## config.mk

```make
export PLATFORM = sky130hd
export DESIGN_NAME = lfsr_arbiter
export DESIGN_NICKNAME = d
export VERILOG_FILES = /design/src/rtl/lfsr_arbiter.sv
export SDC_FILE = /design/constraint.sdc
export NUM_CORES = 1
export LEC_CHECK = 0
export CORE_ASPECT_RATIO = 1.2
export CORE_MARGIN = 3
export CORE_UTILIZATION = 46
export DETAILED_ROUTE_END_ITERATION = 10
export HOLD_SLACK_MARGIN = 0.02
export PLACE_DENSITY = 0.84
export SLEW_MARGIN = 30
export SYNTH_ARGS = -nofsm -noshare
export SYNTH_HDL_FRONTEND = slang
export SYNTH_SLANG_ARGS = --single-unit
```

## constraint.sdc

```tcl
create_clock -name clock -period 3.3 [get_ports clock]
set_clock_uncertainty 0.1 [all_clocks]
set_input_delay 0.33 -clock clock [delete_from_list [all_inputs] [get_ports clock]]
set_output_delay 0.33 -clock clock [all_outputs]
set_load 0.02 [all_outputs]
```

## src/rtl/lfsr_arbiter.sv

```systemverilog
// lfsr_arbiter: round-robin sharing of one external 8-bit LFSR, streaming seeded bursts to requesters
module lfsr_arbiter #(
  parameter int NREQ = 4,
  parameter int LEN_W = 8,
  parameter logic [7:0] RESET_SEED = 8'h01,
  parameter logic [7:0] ZERO_SUB = 8'h01,
  localparam int IW = $clog2(NREQ)
) (
  input  logic                  clock,
  input  logic                  rst,
  input  logic [NREQ-1:0]       req,
  input  logic [NREQ*8-1:0]     req_seed,
  input  logic [NREQ*LEN_W-1:0] req_len,
  output logic [NREQ-1:0]       gnt,
  output logic [NREQ-1:0]       done,
  output logic                  busy,
  output logic                  lfsr_load,
  output logic [7:0]            lfsr_seed,
  input  logic [7:0]            lfsr_q,
  output logic                  out_valid,
  input  logic                  out_ready,
  output logic [7:0]            out_data,
  output logic [IW-1:0]         out_id,
  output logic                  out_last
);
  typedef enum logic [1:0] {IDLE, LOAD, STREAM, DONE} state_t;
  state_t state, state_n;
  logic [IW-1:0] idx, rr, pick, j;
  logic [7:0] seed_l, sel_seed;
  logic [LEN_W-1:0] len_l, cnt, sel_len;
  logic [NREQ-1:0] onehot;
  logic found, xfer;
  always_comb begin
    found = 1'b0;
    pick = '0;
    j = '0;
    for (int i = 0; i < NREQ; i++) begin
      j = IW'((int'(rr) + i) % NREQ);
      if (!found && req[j]) begin
        found = 1'b1;
        pick = j;
      end
    end
    sel_seed = req_seed[8*int'(pick) +: 8];
    sel_len = req_len[LEN_W*int'(pick) +: LEN_W];
  end
  always_comb begin
    onehot = {{(NREQ-1){1'b0}}, 1'b1} << idx;
    busy = state != IDLE;
    gnt = busy ? onehot : '0;
    done = (rst && state == DONE) ? onehot : '0;
    out_valid = rst && state == STREAM;
    out_data = lfsr_q;
    out_id = idx;
    out_last = out_valid && cnt == len_l - 1'b1;
    xfer = out_valid && out_ready;
    lfsr_load = !rst || state == LOAD;
    lfsr_seed = !rst ? RESET_SEED : (state == LOAD && seed_l == 8'h00) ? ZERO_SUB : seed_l;
    state_n = state;
    unique case (state)
      IDLE:    state_n = !found ? IDLE : (sel_len != '0) ? LOAD : DONE;
      LOAD:    state_n = STREAM;
      STREAM:  state_n = (xfer && out_last) ? DONE : STREAM;
      DONE:    state_n = IDLE;
      default: state_n = IDLE;
    endcase
  end
  always_ff @(posedge clock) begin
    if (!rst) state <= IDLE;
    else state <= state_n;
  end
  always_ff @(posedge clock) begin
    if (!rst) begin
      idx <= '0;
      rr <= '0;
      seed_l <= '0;
      len_l <= '0;
      cnt <= '0;
    end else begin
      if (state == IDLE && found) begin
        idx <= pick;
        seed_l <= sel_seed;
        len_l <= sel_len;
        cnt <= '0;
      end
      if (xfer) cnt <= cnt + 1'b1;
      if (state == DONE) rr <= (idx == IW'(NREQ - 1)) ? '0 : idx + 1'b1;
    end
  end
endmodule
```

Yosys cells after proc, flatten, opt, wreduce, memory -nomap -nowiden
Cells that the tools add are included.
Widths: inputs -> output; s select.

operators by class
  shift operators = 3
  reduce and logical (&&, ||, !) cells = 20
  multiplexer cells = 27
  equal/unequal tests = 5
  add/subtract/negate cells = 6
  magnitude comparators = 4

operators by type and width
  operator             count
  $shiftx 32x6->8      2
  $mux 8               4
  $mux 2               7
  $lt 2x3->1 const B   4
  $logic_and 1x1->1    10
  $mux 1               9
  $add 8x1->8 const B  1
  $bmux 1 s2           4
  $eq 8x8->1           1
  $logic_not 8->1      1
  $mux 4               2
  $pmux 2 s4           1
  $reduce_bool 8->1    1
  $sub 8x1->8 const B  1
  $eq 2x2->1 const B   3
  $add 2x1->2 const B  2
  $add 2x2->2 const B  2
  $logic_not 1->1      4
  $reduce_bool 2->1    2
  $shl 1x2->4 const A  1
  $eq 2x1->1 const B   1
  $logic_not 2->1      1
  $logic_or 1x1->1     1

word-level totals
  input port bits = 79
  flip-flop bits (word level) = 30
  word-level logic and storage cells = 71
  output and inout port bits = 30

Logic depth before layout (Yosys ltp)
Gate-level depths: netlist of the first run.

  depth after elaboration = 17
  mapped depth = 9
  depth with buffers taken out = 9

Worst setup path before layout of the first run
No wires, ideal clock.

  path kind = register -> output
  start point = reg len_l[2]
  end point = out out_last
  stages on the path, launching flop included = 7
  required time = 2.870 ns
  arrival = 1.731 ns
  slack = 1.139 ns
  path through = dfxtp_1 -> or3_4 -> or2_2 -> nor4_4 -> xnor2_1 -> nand4_1 -> nor2_1

between the ends
  longest elaborated chain between the ends = 3

ends and longest elaborated chain
  element                   RTL line  source
  start: declaration        30        logic [LEN_W-1:0] len_l, cnt, sel_len;
  start signal: assignment  83        len_l <= sel_len;
  $sub 8x1->8               55        out_last = out_valid && cnt == len_l - 1'b1;
  $eq 8x8->1                55
  $logic_and 1x1->1         55
  end: declaration          24        output logic out_last

Every way passes these cells.

Worst setup path in the final report of the first run
  start point = reg len_l[0]
  end point = out out_last

Same word-level chain as after synthesis.

==> results of run 1 <==
final timing paths:
| path | end | slack [ns] | from |
|---|---|---|---|
| hold reg to reg | seed_l[6]$_SDFFE_PN0P_ | 0.36 | seed_l[6]$_SDFFE_PN0P_ |
| setup reg to reg | state[1]$_SDFF_PN0_ | 1.04 | state[1]$_SDFF_PN0_ |
| hold / removal | seed_l[6]$_SDFFE_PN0P_ | 0.36 | seed_l[6]$_SDFFE_PN0P_ |
| setup / recovery | out_last | 0.24 | len_l[0]$_SDFFE_PN0P_ |
logic make-up (layout without fill, tap and decap cells):
kind of cell	count (synthesis)	in the layout	synth area share
simple gates	103	103	0.237
buf+inv	35	118	0.0839
fa+ha+maj	10	10	0.0515
flops	30	30	0.247
xor+xnor	11	11	0.0396
mux	42	42	0.181
compound gates	54	54	0.160
final cells by class:
class,instances,area share
inverters,12,0.0132
well taps,60,0.0221
multi-input cells,220,0.478
repair buffers,98,0.284
clock inverters,1,0.00147
clock buffers,7,0.0254
flip-flops and latches,30,0.176
cell usage in the layout, fill, tap and decap left out, types with 8 or more instances in the layout:
cell type	instances
a21boi_0	10
and2_1	15
and3_1	8
clkdlybuf4s50_1	92
dfxtp_1	30
ha_1	10
inv_1	10
mux2_2	15
mux2i_1	27
nand2_1	34
nor2_1	8
nor2b_1	11
o211ai_1	8
o21ai_1	9
xnor2_1	9
layer usage:
layer	global-route usage	vias to the layer above	share of wire
li1	-	1158	-
met1	0.226	1037	0.40
met2	0.370	62	0.54
met3	0.0516	9	0.049
met4	0.0684	0	0.017
met5	0	-	0
stage by stage:
| stage | util | instances | instance area (um2) | setup WS (ns) |
|---|---|---|---|---|
| floorplan | - | 285 | 2430 | 1.14 |
| global placement | 0.661 | 420 | 3310 | 0.592 |
| detailed placement | 0.661 | 420 | 3310 | 0.547 |
| CTS | 0.680 | 428 | 3400 | 0.234 |
| global route | 0.680 | 428 | 3400 | 0.102 |
| finish | 0.680 | 428 | 3400 | 0.236 |
worst max-delay path, cell delays in order, from the launching register on:
cell and delay [ns]:
dfxtp_1 0.51, inv_1 0.08, ha_1 0.25, and2_1 0.16, o21ai_0 0.14, o311ai_0 0.15
o41ai_1 0.09, nand4_1 0.19, nor2_1 0.16, clkdlybuf4s50_1 0.62
sequential cells by signal, summed over array words and instances (netlist names):
signal,flops
state,2
len_l,8
rr,2
out_id,2
cnt,8
seed_l,8
power by group through the flow:
stage / clock network, mW / registers, mW / logic [mW]
floorplan: 0 / 0.422 / 0.268
global placement: 0 / 0.427 / 0.397
detailed placement: 0 / 0.428 / 0.405
CTS: 0.311 / 0.420 / 0.407
global route: 0.330 / 0.425 / 0.443
finish: 0.302 / 0.420 / 0.402
==> flow_metrics.py, run 1 <==
metrics = {
    "floorplan": {
        "core_area_um2": 5010,
        "ios": 109,
        "die_w_um": 72.4,
        "dieArea_um2": 6200,
        "dieHeight_um": 85.6,
        "initial_core_util": 0.485,
        "num_rows": 28,
    },
    "power_and_ir_drop": {
        "swShare": 0.304,
        "comb_power_share": 0.358,
        "p_switching_mw": 0.342,
        "p_seq_frac": 0.374,
        "p_int_mw": 0.783,
        "p_leak_nw": 1.26,
        "peakVddDrop_mv": 0.169,
        "clock_power_share": 0.269,
        "cellPowerDensity_nw_per_um2": 330,
        "power.total_mw": 1.12,
    },
    "grt": {
        "grt_max_degree": 21,
        "overflow": 0,
        "grtUsageTotal": 0.204,
        "antenna_found_initial": 0,
        "grt_pass1_wl_mm": 10.0,
        "grt_pass1_vias": 2256,
    },
    "worst_setup_path": {
        "endpoint_kind": "primary output",
        "path_max_fanout": 6,
        "critPathKind": "flop to primary output",
        "worstRegToRegCells": 7,
        "cp.required_ns": 2.87,
        "critPathLaunchType": "flop",
        "critPathArrivalTime_ns": 2.63,
    },
    "yosys": {
        "synth_nets": 374,
        "async_reset_ff_frac": 0,
        "syn_area_per_cell_um2": 8.53,
        "synth-edff-count": 0,
        "ys_ff_latch": 30,
        "yosys-top-cells-area": "dfxtp_1, mux2i_1, mux2_2, nand2_1, ha_1",
        "synth_cell_types": 51,
        "synth.most_common_cell": "nand2_1",
        "ys.flop_type": "dfxtp_1",
        "syn_inst": 285,
        "synth_top_area_share": 0.247,
        "synth.cell_area_um2": 2430,
        "yosysWarnings": 0,
        "seq_area_frac_synth": 0.247,
        "synth_top_area_cell": "dfxtp_1",
        "synth_common_cells": "nand2_1, dfxtp_1, mux2i_1",
    },
    "layout": {
        "multi_input_area_um2": 1630,
        "nFillCells": 420,
        "diodes": 0,
        "fin_nets": 456,
        "syn2layout_area_growth_pct": 40.0,
        "drive_gt1_frac": 0.103,
        "regArea_um2": 601,
    },
    "routing": {
        "routed_via_density": 5.29,
        "dr_total_vias": 2266,
        "wire_per_inst_um": 13.9,
        "drtPass1Iterations": 4,
        "ant_nets": 0,
        "drtIter0Drc": 91,
        "routed_wl_mm": 5.97,
        "drc": 0,
    },
    "timing": {
        "rsz0062_at_grt": "no",
        "whs_ns": 0.356,
        "finalSetupViolCount": 0,
        "fin_setup_tns_ns": 0,
        "hold_viol": 0,
        "tightest_slew_ns": 0.821,
        "finalCritPeriodShare": 0.929,
        "min_period_ns": 3.06,
        "final_max_slew_viol_count": 0,
        "relSlewSlack": 0.451,
        "max_freq_mhz": 326,
    },
    "job": {
        "maxCapViolations": 0,
    },
    "clock_network": {
        "clkTransAtPathRegs_ns": 0.06,
        "clockBufferDepth": 2,
        "cts_resized": 0,
        "cts_buffers": 5,
        "clock_sinks": 30,
        "cts.hold.buffers_added": 0,
        "cts.htree.levels": 2,
        "worstSkewPairLatency_ns": 0.28,
        "root_buffer": "clkbuf_8",
        "cts_tree": "done",
        "cts_setup_buffers": 0,
    },
    "placed_design": {
        "portBuffers": 92,
        "gp_congestion": 0.802,
        "hpwl_mm": 4.87,
    },
    "hold_path": {
        "min_path_type": "flop to flop",
        "min_path_cells": 2,
    },
    "outcome": {
        "status": "complete, no violations",
    },
}
Power figures use the tool's default switching activity.
==> inputs of run 2 (changes only) <==
Settings changed: CORE_UTILIZATION 46 to 38, PLACE_DENSITY 0.84 to 0.74.
Clock period 3.3 ns to 2.5 ns, I/O delays scaled along.
==> run 2 against run 1 <==
Worst setup slack worse by 0.16 ns. Global-route usage is 3.3 points lower. Sequential share of layout area fell by 0.73 points. Final area grew 4.3%. Routed wire length up 4.3%. Non-clock buffer count increased by 9. Power up 40%. Sequential power grew 29%. Register-to-register slack got worse by 0.61 ns. Critical path depth fell by 4. First-iteration DRC count is 69% lower. Via count about the same. Critical endpoint is now lfsr_seed[7]. Highest routed layer unchanged.
==> flow_metrics.py, run 2 (synthesis gave the netlist of run 1 again) <==
metrics = {
    "outcome": {
        "status": "complete, no violations",
    },
    "floorplan": {
        "dieHeight_um": 93.6,
        "num_rows": 31,
        "ios": 109,
        "initial_core_util": 0.397,
        "dieArea_um2": 7400,
        "die_w_um": 79.0,
        "core_area_um2": 6130,
    },
    "power_and_ir_drop": {
        "cellPowerDensity_nw_per_um2": 444,
        "p_switching_mw": 0.461,
        "peakVddDrop_mv": 0.209,
        "swShare": 0.293,
        "comb_power_share": 0.366,
        "p_int_mw": 1.11,
        "p_seq_frac": 0.345,
        "power.total_mw": 1.58,
        "clock_power_share": 0.289,
        "p_leak_nw": 1.33,
    },
    "worst_setup_path": {
        "r2r_start": "len_l[2]$_SDFFE_PN0P_",
        "r2r-end": "state[0]$_SDFF_PN0_",
        "slowest_stage": "clkdlybuf4s50_1",
        "crit_chain": "nor4_1 > nand3b_1 > o41a_1 > and2_1 > clkdlybuf4s50_1",
        "r2r_slack_ns": 0.43,
        "critPathLaunchType": "flop",
        "critPathKind": "flop to primary output",
        "max_stage_delay_ns": 0.53,
        "worstRegToRegCells": 8,
        "cp.required_ns": 2.15,
        "critPathArrivalTime_ns": 2.08,
        "path_max_fanout": 3,
        "endpoint_kind": "primary output",
    },
    "timing": {
        "relSlewSlack": 0.689,
        "fin_setup_tns_ns": 0,
        "worst_slack_ns": 0.0731,
        "finalCritPeriodShare": 0.971,
        "tightest_slew_ns": 0.462,
        "whs_ns": 0.375,
        "min_period_ns": 2.43,
        "rsz0062_at_grt": "no",
        "max_freq_mhz": 412,
        "hold_viol": 0,
        "finalSetupViolCount": 0,
        "final_max_slew_viol_count": 0,
    },
    "clock_network": {
        "clockBufferDepth": 2,
        "cts_buffers": 5,
        "clkTransAtPathRegs_ns": 0.06,
        "cts.hold.buffers_added": 0,
        "worstSkewPairLatency_ns": 0.28,
        "cts.htree.levels": 2,
        "root_buffer": "clkbuf_8",
        "clock_sinks": 30,
        "cts_tree": "done",
        "cts_setup_buffers": 0,
    },
    "hold_path": {
        "min_path_type": "flop to flop",
        "holdPathEnd": "seed_l[7]$_SDFFE_PN0P_",
        "hp-start": "seed_l[7]$_SDFFE_PN0P_",
        "min_path_cells": 2,
    },
    "layout": {
        "syn2layout_area_growth_pct": 46.1,
        "largestRegisters": "cnt x8, len_l x8, seed_l x8",
        "final_cell_area_um2": 3550,
        "drive_gt1_frac": 0.130,
        "utilization": 0.579,
        "fin_cells": 459,
        "final_common_cell": "clkdlybuf4s50_1",
        "fin_nets": 465,
        "mostFrequentLayoutCells": "clkdlybuf4s50_1, nand2_1, dfxtp_1",
        "diodes": 0,
    },
    "routing": {
        "dr_total_vias": 2265,
        "drtIter0Drc": 28,
        "routed_wl_mm": 6.22,
        "drc": 0,
        "ant_nets": 0,
        "routed_via_density": 4.93,
        "drtPass1Iterations": 4,
        "wire_per_inst_um": 13.6,
    },
    "grt": {
        "grt_pass1_vias": 2285,
        "grt_max_degree": 46,
        "grt_pass1_wl_mm": 10.2,
        "grtUsageTotal": 0.170,
        "overflow": 0,
        "antenna_found_initial": 0,
    },
    "placed_design": {
        "gp_congestion": 0.842,
        "dp_cells": 451,
        "hpwl_mm": 4.97,
        "post-place-ws_ns": -0.000775,
        "place_area_um2": 3450,
        "portBuffers": 92,
    },
    "job": {
        "maxCapViolations": 0,
    },
}
==> run 2: worst max-delay path by stage <==
stage                      startpoint           end  slack [ns]  cells after the start
3_5_place_dp    len_l[2]$_SDFFE_PN0P_      out_last     -0.0008                      7
6_report       seed_l[3]$_SDFFE_PN0P_  lfsr_seed[7]        0.07                      5
4_1_cts         len_l[2]$_SDFFE_PN0P_      out_last        0.03                      7
3_3_place_gp    len_l[2]$_SDFFE_PN0P_      out_last        0.03                      7
2_1_floorplan   len_l[2]$_SDFFE_PN0P_      out_last        0.42                      6
5_1_grt        seed_l[3]$_SDFFE_PN0P_  lfsr_seed[7]       0.006                      5
==> run 2: timing repair <==
item | CTS | global route
endpoints found under the setup margin | 1 | 1
gates resized for setup | 3 | 1
hold endpoints to repair | 0 | 0
pin swaps | 0 | 0
==> run 2: final cells by class <==
cell class	count	area, um2
tap	82	103
inverter	12	45.0
sequential	30	601
multi-input combinational	220	1630
fill	596	2580
timing repair buffer	107	1070
clock buffer	8	110
==> run 2: critical path: cells and delay by family (launching register included) <==
kind / cells / cell delay (ns)
buffers and inverters: 1 / 0.53
flip-flops: 1 / 0.32
AO/OA/AOI/OAI: 1 / 0.33
AND/OR/NAND/NOR: 3 / 0.62
==> run 2: power groups by stage <==
stage                     sequential (mW)  clock (mW)  combinational (mW)
after global placement              0.552           0               0.569
after global routing                0.547       0.476               0.633
after CTS                           0.544       0.462               0.584
final                               0.543       0.456               0.577
after floorplan                     0.557           0               0.354
after detailed placement            0.554           0               0.581
==> run 2: per-layer routing <==
metal / part of all wire / GRT usage / wire length [um]
met2: 0.55 / 0.329 / 3430
met1: 0.39 / 0.184 / 2450
met4: 0.0088 / 0.0444 / 55
met5: 0 / 0 / 0
met3: 0.046 / 0.0356 / 287
==> inputs of run 3 (changes only) <==
Settings changed: PLACE_DENSITY 0.74 to 0.77.
==> run 3 against run 2 <==
Flip-flop and latch count did not move. Fmax rose by 2.4%. Power fell by 3.7%. Die area did not move. Via count rose by 1.7%. Worst setup slack improved by 0.056 ns. Worst hold slack improved by 0.0019 ns. Largest cell class unchanged. Highest routed layer unchanged. Count of clock-buffer cells in the layout fell by 1. Final cell count rose by 0.22%. Sequential share of layout area rose by 0.072 points. Non-clock buffer count rose by 1. Largest power group unchanged. Global-route usage rose by 0.29 points.
==> flow_metrics.py, run 3 (synthesis gave the netlist of run 1 again) <==
metrics = {
    "power_and_ir_drop": {
        "comb_power_share": 0.381,
        "p_switching_mw": 0.459,
        "peakVddDrop_mv": 0.283,
        "p_int_mw": 1.06,
        "cellPowerDensity_nw_per_um2": 429,
        "p_seq_frac": 0.359,
        "p_leak_nw": 1.33,
        "clock_power_share": 0.260,
        "swShare": 0.302,
    },
    "layout": {
        "final_cell_area_um2": 3540,
        "final_common_cell": "clkdlybuf4s50_1",
        "fin_nets": 466,
        "mostFrequentLayoutCells": "clkdlybuf4s50_1, nand2_1, dfxtp_1",
        "diodes": 0,
        "largestRegisters": "cnt x8, len_l x8, seed_l x8",
        "utilization": 0.577,
        "syn2layout_area_growth_pct": 45.4,
        "regArea_um2": 601,
        "drive_gt1_frac": 0.132,
        "nFillCells": 582,
        "fin_cells": 460,
        "multi_input_area_um2": 1630,
    },
    "job": {
        "maxCapViolations": 0,
    },
    "placed_design": {
        "portBuffers": 92,
        "gp_congestion": 0.850,
        "dp_cells": 452,
        "place_area_um2": 3440,
        "hpwl_mm": 5.14,
    },
    "timing": {
        "whs_ns": 0.377,
        "max_freq_mhz": 422,
        "relSlewSlack": 0.734,
        "tightest_slew_ns": 0.395,
        "hold_viol": 0,
        "final_max_slew_viol_count": 0,
        "min_period_ns": 2.37,
        "fin_setup_tns_ns": 0,
        "finalCritPeriodShare": 0.948,
        "finalSetupViolCount": 0,
        "rsz0062_at_grt": "no",
    },
    "floorplan": {
        "dieArea_um2": 7400,
        "num_rows": 31,
        "ios": 109,
        "core_area_um2": 6130,
        "dieHeight_um": 93.6,
        "initial_core_util": 0.397,
        "die_w_um": 79.0,
    },
    "routing": {
        "drc": 0,
        "ant_nets": 0,
        "routed_wl_mm": 6.28,
        "drtPass1Iterations": 4,
        "dr_total_vias": 2303,
        "drtIter0Drc": 97,
        "wire_per_inst_um": 13.6,
        "routed_via_density": 5.01,
    },
    "worst_setup_path": {
        "crit_chain": "nor4_2 > nand3b_1 > o41a_1 > and2_1 > clkdlybuf4s50_1",
        "slowest_stage": "clkdlybuf4s50_1",
        "path_delay_family": "simple AND/OR/NAND/NOR gates",
        "r2r_slack_ns": 0.36,
        "cp.required_ns": 2.15,
        "critPathLaunchType": "flop",
        "critPathKind": "flop to primary output",
        "max_stage_delay_ns": 0.54,
        "path_max_fanout": 3,
        "critPathArrivalTime_ns": 2.02,
        "crit_buf_inv": 1,
        "endpoint_kind": "primary output",
    },
    "grt": {
        "antenna_found_initial": 0,
        "grtUsageTotal": 0.173,
        "grt_max_degree": 31,
        "overflow": 0,
        "grt_pass1_vias": 2416,
        "grt_pass1_wl_mm": 10.5,
    },
    "clock_network": {
        "root_buffer": "clkbuf_8",
        "cts_setup_buffers": 0,
        "clkTransAtPathRegs_ns": 0.06,
        "cts_tree": "done",
        "worstSkewPairLatency_ns": 0.28,
        "clock_sinks": 30,
        "cts_buffers": 5,
        "clockBufferDepth": 2,
        "cts.hold.buffers_added": 0,
        "cts.htree.levels": 2,
    },
    "outcome": {
        "status": "complete, no violations",
    },
    "hold_path": {
        "min_path_type": "flop to flop",
    },
}
## run 3: cell count changes in the layout (fill, tap and decap cells not counted), sizes merged
| cell | before | now |
|---|---|---|
| dlymetal6s2s | 0 | 1 |
| clkdlybuf4s50 | 91 | 90 |
| clkinv | 0 | 1 |
| buf | 16 | 17 |
| clkbuf | 8 | 7 |
## run 3: layout make-up
cell class	count	area share
clock buffer	7	0.0244
clock inverter	1	0.00142
inverter	12	0.0127
multi-input combinational	220	0.462
sequential	30	0.170
tap	82	0.0290
timing repair buffer	108	0.301
## run 3: timing repair
item | in CTS | in global routing
endpoints found under the hold margin | 0 | 0
endpoints found under the setup margin | 1 | 3
resized for setup | 3 | 3
## run 3: final timing paths
kind,from,end,depth (start not counted)
max,seed_l[3]$_SDFFE_PN0P_,lfsr_seed[7],5
min,seed_l[6]$_SDFFE_PN0P_,seed_l[6]$_SDFFE_PN0P_,2
max reg2reg,len_l[2]$_SDFFE_PN0P_,state[0]$_SDFF_PN0_,8
min reg2reg,seed_l[6]$_SDFFE_PN0P_,seed_l[6]$_SDFFE_PN0P_,2
## run 3: power groups by stage
stage	combinational (mW)	clock (mW)	sequential (mW)
detailed placement	0.581	0	0.554
CTS	0.584	0.409	0.544
global route	0.635	0.426	0.550
global placement	0.566	0	0.551
floorplan	0.354	0	0.557
finish	0.577	0.395	0.545
## run 3: layer usage
layer	part of all wire	global-route usage	up-vias	routed length, um
li1	-	-	1178	-
met1	0.38	0.185	1056	2400
met2	0.55	0.338	56	3480
met3	0.046	0.0328	13	289
met4	0.016	0.0516	0	102
met5	0	0	-	0
## run 3: per-stage QoR
stage          setup slack, ns  power, mW
2_1_floorplan            0.419      0.911
3_5_place_dp           -0.0181       1.14
4_1_cts                 0.0218       1.54
5_1_grt                 0.0281       1.61
3_3_place_gp            0.0301       1.12
6_report                 0.129       1.52
## run 3: tightest hold or removal path: cells and delay by family, from the launching register on
family | cells | cell delay, ns
and+or+nand+nor | 1 | 0.06
DFF | 1 | 0.32
AOI/OAI and AO/OA | 1 | 0.06
